--- config.mk ---
export PLATFORM = sky130hd
export DESIGN_NAME = fa_share_arbiter_flat
export DESIGN_NICKNAME = d
export VERILOG_FILES = /design/src/rtl/fa_share_arbiter_if.sv /design/src/rtl/fa_share_arbiter.sv /design/src/flat_wrapper.sv
export SDC_FILE = /design/constraint.sdc
export NUM_CORES = 1
export LEC_CHECK = 0
export CAP_MARGIN = 10
export CORE_MARGIN = 3
export CORE_UTILIZATION = 35
export DETAILED_ROUTE_END_ITERATION = 10
export DONT_BUFFER_PORTS = 1
export MAX_ROUTING_LAYER = met4
export PLACE_DENSITY_LB_ADDON = 0.05
export SLEW_MARGIN = 5
export SYNTH_ARGS = -nofsm -noshare
export SYNTH_HDL_FRONTEND = slang
export SYNTH_SLANG_ARGS = --single-unit
--- constraint.sdc ---
create_clock -name clk -period 5.9 [get_ports clk]
set_clock_uncertainty 0.2 [all_clocks]
set_input_delay 0.59 -clock clk [delete_from_list [all_inputs] [get_ports clk]]
set_output_delay 0.59 -clock clk [all_outputs]
set_load 0.005 [all_outputs]
--- src/rtl/fa_share_arbiter_if.sv ---
// Handshake bundle between NREQ adder requesters, the shared-adder arbiter and its consumer.
// out_cout exists only when FA_ARB_CARRY_OUT_EN is defined.
interface fa_share_arbiter_if #(
  parameter int WIDTH = 32,
  parameter int NREQ  = 4,
  parameter int TAGW  = 2,
  parameter int CNTW  = 16
) ();
  logic [NREQ-1:0]       req_valid;
  logic [NREQ*WIDTH-1:0] req_a;
  logic [NREQ*WIDTH-1:0] req_b;
  logic [NREQ-1:0]       req_ready;
  logic                  out_valid;
  logic [WIDTH-1:0]      out_sum;
  logic [TAGW-1:0]       out_tag;
  logic                  out_ready;
  logic [CNTW-1:0]       op_count;
`ifdef FA_ARB_CARRY_OUT_EN
  logic                  out_cout;

  modport master (
    output req_valid, req_a, req_b, out_ready,
    input  req_ready, out_valid, out_sum, out_tag, op_count, out_cout
  );

  modport slave (
    input  req_valid, req_a, req_b, out_ready,
    output req_ready, out_valid, out_sum, out_tag, op_count, out_cout
  );
`else
  modport master (
    output req_valid, req_a, req_b, out_ready,
    input  req_ready, out_valid, out_sum, out_tag, op_count
  );

  modport slave (
    input  req_valid, req_a, req_b, out_ready,
    output req_ready, out_valid, out_sum, out_tag, op_count
  );
`endif
endinterface

--- src/rtl/fa_share_arbiter.sv ---
// Round-robin sharing of one WIDTH-bit combinational adder among NREQ requesters, one result register.
// Optional macro FA_ARB_CARRY_OUT_EN adds a registered carry-out on out_cout.
module fa_share_arbiter #(
  parameter int WIDTH = 32,
  parameter int NREQ  = 4,
  parameter int TAGW  = 2,
  parameter int CNTW  = 16
) (
  input logic               clk,
  input logic               rst_n,
  fa_share_arbiter_if.slave bus
);
  typedef enum logic {EMPTY = 1'b0, FULL = 1'b1} state_t;

  state_t           state;
  logic [TAGW-1:0]  rr_ptr;
  logic [TAGW-1:0]  grant;
  logic [TAGW-1:0]  tag_q;
  logic [TAGW:0]    idx;
  logic [WIDTH-1:0] op_a;
  logic [WIDTH-1:0] op_b;
  logic [WIDTH-1:0] add_sum;
  logic [WIDTH-1:0] sum_q;
  logic [CNTW-1:0]  count_q;
  logic [NREQ-1:0]  ready;
  logic             grant_any;
  logic             can_accept;
  logic             accept;
  logic             drain;

  // Walk the requesters starting at rr_ptr with wrap; the first valid one wins.
  always_comb begin
    grant_any = 1'b0;
    grant     = '0;
    idx       = '0;
    for (int k = 0; k < NREQ; k++) begin
      idx = {1'b0, rr_ptr} + (TAGW+1)'(k);
      if (idx >= (TAGW+1)'(NREQ)) idx = idx - (TAGW+1)'(NREQ);
      if (!grant_any && |(bus.req_valid & (NREQ'(1) << idx))) begin
        grant_any = 1'b1;
        grant     = idx[TAGW-1:0];
      end
    end
  end

  assign can_accept = (state == EMPTY) || bus.out_ready;
  assign drain      = (state == FULL) && bus.out_ready;

  always_comb begin
    ready = '0;
    op_a  = '0;
    op_b  = '0;
    for (int k = 0; k < NREQ; k++) begin
      ready[k] = rst_n && can_accept && grant_any && (grant == TAGW'(k));
      if (grant == TAGW'(k)) begin
        op_a = bus.req_a[k*WIDTH +: WIDTH];
        op_b = bus.req_b[k*WIDTH +: WIDTH];
      end
    end
  end

  assign accept = |ready;

`ifdef FA_ARB_CARRY_OUT_EN
  logic add_cout;
  logic cout_q;
  assign {add_cout, add_sum} = {1'b0, op_a} + {1'b0, op_b};
  assign bus.out_cout = cout_q;
`else
  assign add_sum = op_a + op_b;
`endif

  // A drain and a refill in the same cycle leave the register FULL.
  always_ff @(posedge clk) begin
    if (!rst_n) begin
      state   <= EMPTY;
      sum_q   <= '0;
      tag_q   <= '0;
      count_q <= '0;
      rr_ptr  <= '0;
`ifdef FA_ARB_CARRY_OUT_EN
      cout_q  <= 1'b0;
`endif
    end else begin
      if (drain) count_q <= count_q + 1'b1;
      if (accept) begin
        state  <= FULL;
        sum_q  <= add_sum;
        tag_q  <= grant;
        rr_ptr <= (grant == TAGW'(NREQ-1)) ? '0 : grant + 1'b1;
`ifdef FA_ARB_CARRY_OUT_EN
        cout_q <= add_cout;
`endif
      end else if (drain) begin
        state <= EMPTY;
      end
    end
  end

  assign bus.req_ready = ready;
  assign bus.out_valid = (state == FULL);
  assign bus.out_sum   = sum_q;
  assign bus.out_tag   = tag_q;
  assign bus.op_count  = count_q;
endmodule
--- src/flat_wrapper.sv ---
// flat-port wrapper written by rule: the top's interface ports become plain ports
module fa_share_arbiter_flat 
#(
  parameter int WIDTH = 32,
  parameter int NREQ  = 4,
  parameter int TAGW  = 2,
  parameter int CNTW  = 16
)
  (clk, rst_n, bus_req_valid, bus_req_a, bus_req_b, bus_out_ready, bus_req_ready, bus_out_valid, bus_out_sum, bus_out_tag, bus_op_count);
  fa_share_arbiter_if #(.WIDTH(WIDTH), .NREQ(NREQ), .TAGW(TAGW), .CNTW(CNTW)) bus_i ();
  input logic clk;
  input logic rst_n;
  input wire logic [$bits(bus_i.req_valid)-1:0] bus_req_valid;
  input wire logic [$bits(bus_i.req_a)-1:0] bus_req_a;
  input wire logic [$bits(bus_i.req_b)-1:0] bus_req_b;
  input wire logic [$bits(bus_i.out_ready)-1:0] bus_out_ready;
  output wire logic [$bits(bus_i.req_ready)-1:0] bus_req_ready;
  output wire logic [$bits(bus_i.out_valid)-1:0] bus_out_valid;
  output wire logic [$bits(bus_i.out_sum)-1:0] bus_out_sum;
  output wire logic [$bits(bus_i.out_tag)-1:0] bus_out_tag;
  output wire logic [$bits(bus_i.op_count)-1:0] bus_op_count;
  assign bus_i.req_valid = bus_req_valid;
  assign bus_i.req_a = bus_req_a;
  assign bus_i.req_b = bus_req_b;
  assign bus_i.out_ready = bus_out_ready;
  assign bus_req_ready = bus_i.req_ready;
  assign bus_out_valid = bus_i.out_valid;
  assign bus_out_sum = bus_i.out_sum;
  assign bus_out_tag = bus_i.out_tag;
  assign bus_op_count = bus_i.op_count;
  fa_share_arbiter #(.WIDTH(WIDTH), .NREQ(NREQ), .TAGW(TAGW), .CNTW(CNTW)) u_core (.clk(clk), .rst_n(rst_n), .bus(bus_i));
endmodule
==> impl_results.md <==
* Outcome: finished, final reports clean
* Sequential area share after synthesis at 18.6%
* Die W at 134 um
* Pin count of the biggest net entering global routing at 61
* Core Region at 15900 um2
* GRT overflow at 0
* Max_cap viols at 0
* FF+latch count, synth at 53
* Hold Path End: u_core.bus.out_tag[0]
* Die height at 134 um
* Clock Latency Late Sink at 0.29 ns
* Actual transition at the worst max-transition pin at 0.596 ns
* Port bufs at 0
* Post-detailed-routing wire length at 21400 um
* Final HPWL DP at 17800 um
* CTS clock-pin slew for the worst setup and hold paths at 0.07 ns
* N_diodes at 0
* Area delta synth->final at 7.86%
* CTS Buffer Depth at 2
* Worst setup EP type: flop
* Peak VDD IR at 0.322 mV
* Worst reg2reg setup slack at 0.27 ns
* Mapped Avg Cell Area at 6.67 um2
* Row count at 46
* First-pass GRT wire length at 32000 um
* I/O Pins at 318
* Post-synth EDFFs at 0
* Fin. max-slew vios at 0
* Fin crit share at 95.5%
* Post-DRT Antenna Nets at 0
* Mean routed wirelength per cell at 20.6 um
* Crit path cell chain: inv_1 -> ha_1 -> a22o_1 -> a221oi_4 -> nor2_1 -> o21ai_0 -> o31ai_2 -> buf_4 -> ha_2 -> buf_12 -> a22oi_1 -> nor2_1 -> a21oi_1 -> o21ai_0 -> ha_1 -> fa_1 -> a21o_1 -> a21o_1 -> a2111oi_4 -> o31ai_2 -> a211oi_4 -> o21ai_2 -> nor4b_4 -> or3_1
* P_leak at 2.44 nW
* Ys Warns at 0
* Post-Syn Area at 5710 um2
* Initial antenna violation count at 0
* Yosys top cell by area: dfxtp_1
* GRT Util Overall at 23.1%
* Dpl cells at 1031
* Relative slew margins at 60.1%
* Vias in the first global route at 5807
* Vias at 6010
* Period minus WS final at 5.63 ns
* R2R cell count at 24
* Fmax at 178 MHz
* Yosys cell types at 55
* Synth Flop Type: dfxtp_1
* Data arrival, critical path at 5.60 ns
* Slowest cell on crit path: dfxtp_1
* Hold Path Depth at 2
* Worst R2R Start: u_core.rr_ptr[1]
* Max Fanout on Critical Path at 45
* Setup violations, final at 0
* Gate Count Post-Synth at 856
* Fin Setup TNS at 0 ns
* Post-synthesis async set-or-reset flop share at 0%
* Final RePlAce weighted congestion at 0.870
* Top post-synthesis cells by area: dfxtp_1, a21oi_1, a22oi_1
* # hold bufs at CTS at 0
* Worst EP required at 5.87 ns
* CP startpoint kind: flop
* Buffer and inverter count on the worst path at 3
* Cts bufs inserted at 5
* Drt initial violations at 306
* H-tree levels at 2
* CTS tree: built
* Drt pass-1 iters at 6
* Worst path top cell family by delay: compound AO/OA/AOI/OAI gates
* CP Class: flop to flop
* Initial Util at 35.8%
* RR Endpoint: u_core.bus.out_sum[26]
* Power per cell area at 942 nW/um2
* Clock Sinks at 53
* Nets at 1127
* DRC at 0
* Hold Path Origin: rst_n
* Synth top area share at 18.6%
* Layout cells sized above 1 at 5.70%
* Root buffer cell: clkbuf_16
* Number of hold violations in the final report at 0
* Slowest stage delay, CP at 0.42 ns
* Worst Hold Class: input pin to flop
* Die footprint at 17900 um2
* Routed vias/inst at 5.78
* Post-Syn Nets at 1160
* Non-Filler Instances at 1040
* Hold Worst Slack at 0.247 ns
[per-stage QoR]
stage               power [mW]  instance area, um2  util [%]  worst slack (ns)
CTS                       5.76                6110      38.3            0.0109
global placement          5.42                5970      37.5             0.221
global route              6.43                6160      38.7           -0.0163
finish                    5.80                6160      38.7             0.267
detailed placement        5.43                5970      37.5            0.0475
floorplan                 4.08                5710         -             0.280
[synthesized netlist by cell type, types with 4 or more instances]
master and number:
nand3_1 21, clkbuf_1 49, nand2_1 126, o21a_1 6
nand4_1 6, nor2_1 100, o21ai_1 10, o2111ai_1 4
ha_1 40, a211oi_1 11, a21oi_1 121, o31ai_1 5
and2_1 6, o21ai_0 81, inv_1 11, and3_1 9
a21o_1 22, or3_1 9, buf_1 7, a22oi_1 68
a31oi_1 4, xnor2_1 19, dfxtp_1 53, xor2_1 19
buf_2 5
[flip-flops by register name (all words and copies together), names as in the netlist]
name	flops
u_core.bus.out_sum	32
u_core.bus.op_count	16
u_core.bus.out_tag	2
u_core.rr_ptr	2
u_core.bus.out_valid	1
[metal layers]
layer | vias up | share of wire (%) | track usage (%)
met3 | 17 | 5.8 | 2.68
met5 | - | 0 | -
met2 | 232 | 48 | 38.6
li1 | 3038 | - | -
met4 | 0 | 1.2 | 4.17
met1 | 2723 | 45 | 30.4
[layout make-up]
cell class / instances / area [um2]
clock buffer: 6 / 129
fill: 1764 / 9780
tap: 216 / 270
inverter: 12 / 45.0
clock inverter: 2 / 13.8
timing repair buffer: 21 / 195
sequential: 53 / 1060
multi-input combinational: 730 / 4450
[kinds of logic (layout without fill, tap and decap cells)]
family	after synthesis	after routing	share of synthesized area, %
XOR/XNOR	38	38	5.83
multiplexers	3	3	0.526
adder cells (fa/ha/maj)	41	41	9.11
AND/OR/NAND/NOR	296	296	22.7
flip-flops	53	53	18.6
AO/OA/AOI/OAI	352	352	38.4
buffers and inverters	73	41	4.91
[cell usage in the layout (no fill, tap or decap), types with 2 or more instances in the layout]
cell type,count
a21o_1,22
nand2b_1,3
xor2_1,19
ha_1,37
o21ai_0,81
a31oi_1,4
o21a_1,6
o22ai_1,2
xnor2_1,19
o211ai_1,2
and3_1,9
clkbuf_16,5
mux2i_1,3
buf_4,18
or3_1,9
ha_4,2
a211oi_1,8
a211oi_2,3
inv_1,11
dfxtp_1,52
nand4_1,6
a211o_1,3
a21oi_1,120
o31ai_1,4
nand2_1,126
nand4b_1,3
o21ai_1,10
and2_1,6
buf_12,3
o31ai_2,2
nand3b_1,2
nor3_1,3
nand3_1,20
a22oi_1,68
o2111ai_1,4
nor2_1,100
[repair_timing]
item,CTS,global route
endpoints found under the setup margin,0,16
setup buffers,0,1
gates resized for setup,0,8
hold endpoints to repair,0,0
[power by group]
group | leakage (nW) | total (mW) | switching, mW | internal [mW]
Sequential | 0.433 | 0.497 | 0.0632 | 0.434
Clock | 0.0712 | 0.286 | 0.127 | 0.158
Combinational | 1.94 | 5.02 | 3.10 | 1.92
[how the worst max path moves through the flow]
stage / cells past startpoint / from / to
after global placement: 24 / u_core.rr_ptr[0] / u_core.bus.out_sum[26]
after detailed placement: 24 / u_core.rr_ptr[0] / u_core.bus.out_sum[26]
after CTS: 24 / u_core.rr_ptr[0] / u_core.bus.out_sum[26]
after global routing: 25 / u_core.rr_ptr[1] / u_core.bus.out_sum[31]
after floorplan: 25 / u_core.rr_ptr[0] / u_core.bus.out_sum[26]
final: 24 / u_core.rr_ptr[1] / u_core.bus.out_sum[26]
Note: power is estimated with default switching activity, not from simulation.
